[src/rtl/frame_capture_ctrl_pkg.sv]
// Shared types and default sizing for the frame capture controller.
//   state_e          : controller states (IDLE, CAPTURE, DONE)
//   DEF_FRAME_BITS   : default bits per frame
//   DEF_TIMEOUT_CYC  : default stall limit, in clk cycles between strobes
package frame_capture_ctrl_pkg;

  typedef enum logic [1:0] {
    IDLE    = 2'd0,
    CAPTURE = 2'd1,
    DONE    = 2'd2
  } state_e;

  localparam int DEF_FRAME_BITS  = 51;
  localparam int DEF_TIMEOUT_CYC = 4096;

endpackage

[src/rtl/frame_capture_ctrl_if.sv]
// Bus bundle between the serial-bit source / frame consumer and the
// capture controller.
//   start, bit_strobe, bit_in, frame_ready       : source/consumer -> controller
//   frame_data, frame_valid, busy, bit_count,
//   timeout_err, overrun                         : controller -> source/consumer
// Modports: master = source/consumer side, slave = controller side.
interface frame_capture_ctrl_if
  import frame_capture_ctrl_pkg::*;
#(
  parameter int FRAME_BITS = DEF_FRAME_BITS
);
  localparam int CW = $clog2(FRAME_BITS + 1);

  logic                  start;
  logic                  bit_strobe;
  logic                  bit_in;
  logic                  frame_ready;
  logic [FRAME_BITS-1:0] frame_data;
  logic                  frame_valid;
  logic                  busy;
  logic [CW-1:0]         bit_count;
  logic                  timeout_err;
  logic                  overrun;

  modport master (
    output start, bit_strobe, bit_in, frame_ready,
    input  frame_data, frame_valid, busy, bit_count, timeout_err, overrun
  );

  modport slave (
    input  start, bit_strobe, bit_in, frame_ready,
    output frame_data, frame_valid, busy, bit_count, timeout_err, overrun
  );

endinterface

[src/rtl/frame_capture_ctrl_stall_timer.sv]
// Gap counter that measures clk cycles since the last accepted bit.
//   clk, reset : clock, synchronous active-high reset
//   clr        : zero the counter (takes priority over en)
//   en         : count this cycle
//   tc         : counter sits at TIMEOUT_CYC-1
// The counter parks at TIMEOUT_CYC-1 so it never exceeds the limit.
module stall_timer
  import frame_capture_ctrl_pkg::*;
#(
  parameter int TIMEOUT_CYC = DEF_TIMEOUT_CYC
) (
  input  logic clk,
  input  logic reset,
  input  logic clr,
  input  logic en,
  output logic tc
);
  localparam int GW = $clog2(TIMEOUT_CYC);

  logic [GW-1:0] gap_q, gap_d;

  assign tc = (gap_q == GW'(TIMEOUT_CYC - 1));

  always_comb begin
    gap_d = gap_q;
    if (clr)
      gap_d = '0;
    else if (en && !tc)
      gap_d = gap_q + 1'b1;
  end

  always_ff @(posedge clk) begin
    if (reset)
      gap_q <= '0;
    else
      gap_q <= gap_d;
  end

endmodule

[src/rtl/frame_capture_ctrl.sv]
// Serial-bit frame capture controller. Arms on start, shifts one bit per
// strobe (first bit ends up in the MSB), hands the full frame to a consumer
// over valid/ready, and aborts if the bit stream stalls.
//   clk, reset : clock, synchronous active-high reset
//   bus        : frame_capture_ctrl_if slave modport (see interface header)
//
// state   | meaning
// IDLE    | waiting for start; strobes ignored
// CAPTURE | shifting in bits, stall timer running
// DONE    | full frame held until frame_ready
module frame_capture_ctrl
  import frame_capture_ctrl_pkg::*;
#(
  parameter int FRAME_BITS  = DEF_FRAME_BITS,
  parameter int TIMEOUT_CYC = DEF_TIMEOUT_CYC
) (
  input  logic                 clk,
  input  logic                 reset,
  frame_capture_ctrl_if.slave  bus
);
  localparam int CW = $clog2(FRAME_BITS + 1);

  state_e                state_q, state_d;
  logic [FRAME_BITS-1:0] frame_data_q, frame_data_d;
  logic [CW-1:0]         bit_count_q, bit_count_d;
  logic                  timeout_err_q, timeout_err_d;
  logic                  overrun_q, overrun_d;
  logic                  busy_q, busy_d;
  logic                  frame_valid_q, frame_valid_d;
  logic                  gap_tc;

  // Gap counting only matters in CAPTURE; any start or strobe restarts it.
  stall_timer #(.TIMEOUT_CYC(TIMEOUT_CYC)) u_stall_timer (
    .clk   (clk),
    .reset (reset),
    .clr   ((state_q != CAPTURE) || bus.start || bus.bit_strobe),
    .en    (state_q == CAPTURE),
    .tc    (gap_tc)
  );

  always_comb begin
    state_d       = state_q;
    frame_data_d  = frame_data_q;
    bit_count_d   = bit_count_q;
    timeout_err_d = timeout_err_q;
    overrun_d     = overrun_q;

    case (state_q)
      IDLE: begin
        if (bus.start) begin
          state_d       = CAPTURE;
          frame_data_d  = '0;
          bit_count_d   = '0;
          timeout_err_d = 1'b0;
          overrun_d     = 1'b0;
        end
      end

      CAPTURE: begin
        // start beats a simultaneous strobe; that bit is dropped.
        if (bus.start) begin
          frame_data_d = '0;
          bit_count_d  = '0;
        end else if (bus.bit_strobe) begin
          frame_data_d = {frame_data_q[FRAME_BITS-2:0], bus.bit_in};
          if (bit_count_q != CW'(FRAME_BITS))
            bit_count_d = bit_count_q + 1'b1;
          if (bit_count_q == CW'(FRAME_BITS - 1))
            state_d = DONE;
        end else if (gap_tc) begin
          // Partial frame and count are left visible for diagnosis.
          state_d       = IDLE;
          timeout_err_d = 1'b1;
        end
      end

      DONE: begin
        if (bus.bit_strobe)
          overrun_d = 1'b1;
        if (bus.frame_ready) begin
          if (bus.start) begin
            state_d       = CAPTURE;
            frame_data_d  = '0;
            bit_count_d   = '0;
            timeout_err_d = 1'b0;
            overrun_d     = 1'b0;
          end else begin
            state_d = IDLE;
          end
        end
      end

      default: state_d = IDLE;
    endcase

    busy_d        = (state_d == CAPTURE);
    frame_valid_d = (state_d == DONE);
  end

  always_ff @(posedge clk) begin
    if (reset) begin
      state_q       <= IDLE;
      frame_data_q  <= '0;
      bit_count_q   <= '0;
      timeout_err_q <= 1'b0;
      overrun_q     <= 1'b0;
      busy_q        <= 1'b0;
      frame_valid_q <= 1'b0;
    end else begin
      state_q       <= state_d;
      frame_data_q  <= frame_data_d;
      bit_count_q   <= bit_count_d;
      timeout_err_q <= timeout_err_d;
      overrun_q     <= overrun_d;
      busy_q        <= busy_d;
      frame_valid_q <= frame_valid_d;
    end
  end

  assign bus.frame_data  = frame_data_q;
  assign bus.bit_count   = bit_count_q;
  assign bus.timeout_err = timeout_err_q;
  assign bus.overrun     = overrun_q;
  assign bus.busy        = busy_q;
  assign bus.frame_valid = frame_valid_q;

endmodule

[src/flat_wrapper.sv]
// flat-port wrapper written by rule: the top's interface ports become plain ports
module frame_capture_ctrl_flat import frame_capture_ctrl_pkg::*;
#(
  parameter int FRAME_BITS  = DEF_FRAME_BITS,
  parameter int TIMEOUT_CYC = DEF_TIMEOUT_CYC
)
  (clk, reset, bus_start, bus_bit_strobe, bus_bit_in, bus_frame_ready, bus_frame_data, bus_frame_valid, bus_busy, bus_bit_count, bus_timeout_err, bus_overrun);
  frame_capture_ctrl_if #(.FRAME_BITS(FRAME_BITS)) bus_i ();
  input  logic clk;
  input  logic reset;
  input wire logic [$bits(bus_i.start)-1:0] bus_start;
  input wire logic [$bits(bus_i.bit_strobe)-1:0] bus_bit_strobe;
  input wire logic [$bits(bus_i.bit_in)-1:0] bus_bit_in;
  input wire logic [$bits(bus_i.frame_ready)-1:0] bus_frame_ready;
  output wire logic [$bits(bus_i.frame_data)-1:0] bus_frame_data;
  output wire logic [$bits(bus_i.frame_valid)-1:0] bus_frame_valid;
  output wire logic [$bits(bus_i.busy)-1:0] bus_busy;
  output wire logic [$bits(bus_i.bit_count)-1:0] bus_bit_count;
  output wire logic [$bits(bus_i.timeout_err)-1:0] bus_timeout_err;
  output wire logic [$bits(bus_i.overrun)-1:0] bus_overrun;
  assign bus_i.start = bus_start;
  assign bus_i.bit_strobe = bus_bit_strobe;
  assign bus_i.bit_in = bus_bit_in;
  assign bus_i.frame_ready = bus_frame_ready;
  assign bus_frame_data = bus_i.frame_data;
  assign bus_frame_valid = bus_i.frame_valid;
  assign bus_busy = bus_i.busy;
  assign bus_bit_count = bus_i.bit_count;
  assign bus_timeout_err = bus_i.timeout_err;
  assign bus_overrun = bus_i.overrun;
  frame_capture_ctrl #(.FRAME_BITS(FRAME_BITS), .TIMEOUT_CYC(TIMEOUT_CYC)) u_core (.clk(clk), .reset(reset), .bus(bus_i));
endmodule
[config.mk]
export PLATFORM = sky130hd
export DESIGN_NAME = frame_capture_ctrl_flat
export DESIGN_NICKNAME = d
export VERILOG_FILES = /design/src/rtl/frame_capture_ctrl_pkg.sv /design/src/rtl/frame_capture_ctrl_if.sv /design/src/rtl/frame_capture_ctrl_stall_timer.sv /design/src/rtl/frame_capture_ctrl.sv /design/src/flat_wrapper.sv
export SDC_FILE = /design/constraint.sdc
export NUM_CORES = 1
export LEC_CHECK = 0
export ABC_AREA = 0
export CAP_MARGIN = 20
export CORE_MARGIN = 3
export CORE_UTILIZATION = 46
export DETAILED_ROUTE_END_ITERATION = 10
export GPL_ROUTABILITY_DRIVEN = 0
export GPL_TIMING_DRIVEN = 0
export PLACE_DENSITY = 0.87
export RECOVER_POWER = 50
export SLEW_MARGIN = 5
export SYNTH_ARGS = -nofsm -noshare
export SYNTH_HDL_FRONTEND = slang
export SYNTH_SLANG_ARGS = --single-unit
[constraint.sdc]
create_clock -name clk -period 1.55 [get_ports clk]
set_input_delay 0.3875 -clock clk [delete_from_list [all_inputs] [get_ports clk]]
set_output_delay 0.3875 -clock clk [all_outputs]
set_load 0.05 [all_outputs]
* Word level (Yosys, flattened, before mapping) *
Index checks and enable logic that the tools add are counted.
Widths: inputs -> output; s select.

cells by class
  add/subtract/negate cells = 2
  equal/unequal tests = 15
  muxes and demuxes = 30
  reduce and logical (&&, ||, !) cells = 12

operators with widths
  operator               count
  $mux 51                4
  $pmux 51 s3            1
  $mux 6                 5
  $pmux 6 s3             1
  $add 12x1->12 const B  1
  $eq 12x12->1 const B   1
  $mux 2                 6
  $mux 1                 10
  $ne 2x2->1 const B     4
  $add 6x1->6 const B    1
  $eq 6x6->1 const B     1
  $ne 6x6->1 const B     1
  $pmux 2 s3             1
  $reduce_and 5->1       1
  $eq 2x1->1 const B     2
  $eq 2x2->1 const B     2
  $ne 2x1->1 const B     2
  $reduce_and 4->1       1
  $ne 3x2->1 const B     1
  $ne 3x3->1 const B     1
  $pmux 1 s3             1
  $reduce_and 3->1       1
  $reduce_bool 3->1      1
  $logic_not 2->1        1
  other kinds (7)        8

storage, ports and cells
  bits in registers = 75
  input bits = 6
  output and inout bits = 61
  word-level logic and storage cells = 67

* Longest topological paths before layout *
  depth in word-level cells = 6
  gate-level depth with buffers = 7

* Hierarchy *
A second synthesis with hierarchy kept.

second synthesis, totals
  cells, all modules = 388
  area total of the unflattened synthesis = 3,613.5 sq um

modules (own cells, without submodules)
  module              times used  cells an instance  area an instance (sq um)
  frame_capture_ctrl  1           315                2,995.4
  stall_timer         1           73                 618.1

* Worst setup path after synthesis *
Ideal clock, no wire load.

  kind = register to register
  start point = register u_core.bit_count_q[3], in the netlist u_core.bus.bit_count[3]
  end point = register u_core.bit_count_q[3], in the netlist u_core.bus.bit_count[3]
  setup time = 0.074 ns
  arrival time = 1.784 ns
  setup slack = -0.309 ns
  stages on the path, launching flop included = 5
  clock period less this slack = 1.859 ns
  cell sequence = dfxtp_1 -> and4bb_2 -> a311o_1 -> or3_1 -> a31oi_1

on the way
  cells in the longest elaborated chain, start to end = 5
  elaborated cells on any way between the ends = 10
  those cells by class = add/sub (1); eq/ne (2); mux (6); reduce/logical (1)

ends and longest elaborated chain
  item                      line                       RTL
  start: declaration        frame_capture_ctrl.sv:25   logic [CW-1:0] bit_count_q, bit_count_d;
  start signal: assignment  frame_capture_ctrl.sv:112  bit_count_q <= bit_count_d;
  $add 6x1->6               frame_capture_ctrl.sv:67   bit_count_d = bit_count_q + 1'b1;
  $mux 6                    frame_capture_ctrl.sv:66   if (bit_count_q != CW'(FRAME_BITS))
  $mux 6                    frame_capture_ctrl.sv:64   end else if (bus.bit_strobe) begin
  $mux 6                    frame_capture_ctrl.sv:61   if (bus.start) begin
  $pmux 6 s3                frame_capture_ctrl.sv:48   case (state_q)

Parallel ways exist; a longest one is shown, timed or not. The select of a mux whose other input is x is not followed.
A chain may end at the register's enable or synchronous reset.

* Worst setup path after layout *
  start point = register u_core.state_q[0]
  end point = register u_core.bit_count_q[3], in the netlist u_core.bus.bit_count[3]

on the way
  cells in the longest elaborated chain, start to end = 3
  elaborated cells on any way between the ends = 9
  those cells by class = eq/ne (5); mux (1); reduce/logical (3)

ends and longest elaborated chain
  item                                                 line                       RTL
  start: declaration                                   frame_capture_ctrl.sv:23   state_e state_q, state_d;
  start signal: assignment                             frame_capture_ctrl.sv:110  state_q <= state_d;
  $eq 2x1->1 (tied with other cells)                   frame_capture_ctrl.sv:48
  $ne 3x2->1 (no source line) (tied with other cells)  --
  $reduce_and 4->1 (no source line)                    --

Parallel ways exist; a longest one is shown, timed or not.

==> results.txt <==
The flow ran to the end, but the final reports show violations. The checks that failed: setup timing. For this design, the sink count on the clock tree is 75. The number of global-route vias before repair came out at 2960.

The number of nets with antenna violations after routing is 0. The starting density of the core is 48.7%. The number of diodes came out at 0. In this run the most critical hold path is launched from bus_bit_strobe.

The full die area came out at 7950 sq um. The maximum level of the CTS H-tree is 3. The tightest slew margin relative to the limit came out at 63.7%. The floorplan step set the die width to 89.2 um. The final HPWL from detailed placement came out at 5750 um. The maximum frequency from static timing analysis is 623 MHz.

The number of design rule violations left after detail routing is 0. In this run the cell area of the synthesized design comes to 3180 sq um. The sum of negative setup slack came out at -0.106 ns. Input and output buffers added on the ports amount to 65. Summing internal, switching and leakage power gives 3.89 mW. The post-route netlist has 30.6% of its cells at a drive strength greater than 1. In the post-route analysis, the smallest setup slack over all paths is -0.0547 ns. The path class of the tightest hold or removal check is input pin to flop. The number of vias after detailed routing came out at 3335. The final number of max-transition violations is 0.

The number of nets in the synthesized netlist came out at 383. The launching element of the worst setup path is u_core.state_q[0]. In the routed layout, each cell is associated on average with a via count of 6.20. Broken down by cell family, the worst path's largest delay share belongs to simple AND/OR/NAND/NOR gates. Clock-pin slew was measured on the worst setup and hold paths at 0.08 ns.

The maximum count of clock buffers along a single path came out at 2. Measured along the y axis, the die boundary spans 89.2 um. The number of placed cells counting well taps is 516. Summed over all layers, the global routing overflow is 0. VDD sags by at most 0.000606 V. In this run, synthesis inferred 0 flip-flops with an integrated enable.

The buffer and inverter count on the worst path came out at 0. The post-synthesis cell count is 374. Setup violations remaining at the end of the flow were counted as 5.

On the worst path, the slowest cell contributes a delay of 0.40 ns. Power spread over the standard cell area amounts to 872 nW/um^2. Setup repair after global routing could not meet its margin everywhere. The share of flip-flops with an asynchronous set or reset is 0%.

The start-to-end type of the worst setup path is flop to flop. The worst setup path is launched from a flop. Between clock sinks in the finished design, the worst skew comes to 0.00903 ns. In this run the worst path has a maximum fanout of 6. The initial antenna violation count came out at 0. The area added between synthesis and finish came out at 40.3%. The count of routing violations after the opening detailed-route iteration is 305. The cell row count came out at 29. The tree is rooted in a sky130_fd_sc_hd__clkbuf_8. The final period demand of the worst path came out at 1.60 ns. The clock latency at the later pin of the worst-skew pair came out at 0.35 ns. The arrival time reported for the critical path endpoint is 1.88 ns. The mean area per synthesized cell is 8.51 sq um. In the synthesized netlist the dominant register cell turns out to be sky130_fd_sc_hd__dfxtp_1. The reported max-cap violation count came out at 0. Among all stages on the critical path, the largest delay is contributed by sky130_fd_sc_hd__or3b_4. The total wirelength of the detailed-routed design came out at 8790 um. The sort of element at the end of the critical path is a flop. The first TritonRoute pass finished after 4 iterations. Walking the worst path, the cells encountered are or3b_4, a311o_1, or3_1, a31oi_1. The sequential area share after synthesis came out at 47.2%. The final instance count without filler cells came out at 538. The number of library cell types mapped by synthesis is 47. The CTS buffer count came out at 9.

The average wire per standard cell is 16.3 um. The leakage component of the power is 1.45 nW. The area of the placeable core came out at 6530 sq um. The required time at the endpoint of the critical path came out at 1.82 ns. The maximum number of pins on one net before global-route repair is 15. The critical register-to-register path startpoint is u_core.state_q[0]. Timing analysis after detailed placement gives a worst setup slack of -0.800 ns. Counting flops and latches in the post-synthesis netlist gives 75.

Pin placement for this block handled 67 I/O pins. At the pin with the least slew margin, the transition time is 0.545 ns. TritonCTS built the clock tree.

The worst hold margin came out at 0.382 ns. The total number of nets in the final design is 465. For this run, the number of Yosys warnings is 0. The part of the cycle the worst path needs is 104%.

The final number of hold-violating endpoints came out at 0. Global routing consumed, over all layers together, 21.8% of the routing resources. The first global-routing pass estimated 13900 um of wire.
==> state kept, by name (all words and copies together), names as in the netlist <==
name                        cells
u_core.bus.bit_count            6
u_core.bus.busy                 1
u_core.bus.frame_data          51
u_core.bus.frame_valid          1
u_core.bus.overrun              1
u_core.bus.timeout_err          1
u_core.state_q                  2
u_core.u_stall_timer.gap_q     12
==> layout by cell type, fill, tap and decap left out, drive strengths merged, types with 3 or more instances in the layout <==
master / n
a21oi: 61
or3b: 3
ha: 3
or3: 3
nand4: 56
or2: 3
inv: 9
o21ai: 3
nor2: 7
xor2: 3
nand2: 6
nand3: 59
or4: 3
a221oi: 3
nand3b: 3
clkdlybuf4s15: 59
buf: 19
dfxtp: 75
and3: 3
clkbuf: 38
nor3: 6
mux2i: 3
==> area by class of cell <==
| class | count | area, sq um |
|---|---|---|
| Sequential cell | 75 | 1520 |
| Multi-Input combinational cell | 254 | 1600 |
| Fill cell | 517 | 2070 |
| Clock inverter | 5 | 65.1 |
| Buffer | 37 | 214 |
| Tap cell | 77 | 96.3 |
| Timing Repair Buffer | 72 | 781 |
| Inverter | 7 | 26.3 |
| Clock buffer | 11 | 163 |
==> where the power goes <==
| part | switching, mW | internal [mW] |
|---|---|---|
| Clock | 0.776 | 0.903 |
| Combinational | 0.200 | 0.0848 |
| Sequential | 0.00576 | 1.92 |
| Total | 0.981 | 2.91 |
==> per-stage QoR <==
stage / util [%] / area [sq um]
2_1_floorplan: - / 3210
3_3_place_gp: 60.6 / 3960
3_5_place_dp: 60.6 / 3960
4_1_cts: 66.9 / 4370
5_1_grt: 68.4 / 4460
6_report: 68.4 / 4460
==> worst paths after layout <==
path                               end  slack [ns]  cells after the start
max            u_core.bus.bit_count[3]       -0.05                      4
min           u_core.bus.frame_data[8]        0.38                      3
max reg2reg    u_core.bus.bit_count[3]       -0.05                      4
min reg2reg  u_core.bus.frame_data[50]        0.47                      2
==> cell usage after synthesis (6+ instances only) <==
library cell               count  area (sq um)
sky130_fd_sc_hd__nand4_1      56           350
sky130_fd_sc_hd__dfxtp_1      75          1500
sky130_fd_sc_hd__buf_1         9          33.8
sky130_fd_sc_hd__nor2_1        7          26.3
sky130_fd_sc_hd__clkbuf_1     25          93.8
sky130_fd_sc_hd__nand3_1      59           295
sky130_fd_sc_hd__inv_1         6          22.5
sky130_fd_sc_hd__a21oi_1      61           305
sky130_fd_sc_hd__nor3_1        6          30.0
sky130_fd_sc_hd__nand2_1       6          22.5
==> what timing repair did <==
action                                  4_1_cts  5_1_grt
setup buffers                                 3        4
gates cloned                                  0        0
hold buffers                                  0        0
resized for setup                           221       36
endpoints found under the setup margin      135       65
pin swaps                                     3       10
==> cells by family after synthesis <==
logic type,count (synthesis),share of synthesized area [%]
mux,4,1.30
simple gates,162,29.3
compound gates,82,14.7
fa+ha+maj,3,1.18
buf+inv,45,5.54
xor+xnor,3,0.826
flops,75,47.2
==> metal layers <==
layer	routed length (um)	global-route usage, %	vias up
met5	0	0	-
met4	167	7.98	0
met3	567	3.69	19
met2	4230	34.8	140
met1	3820	29.7	1591
li1	-	-	1585
==> worst min-delay path, stage by stage <==
cell and delay, ns:
sky130_fd_sc_hd__clkbuf_8 0.15, sky130_fd_sc_hd__nand4_1 0.09, sky130_fd_sc_hd__a21oi_1 0.06
No activity file was read; power rests on OpenSTA's default activity.
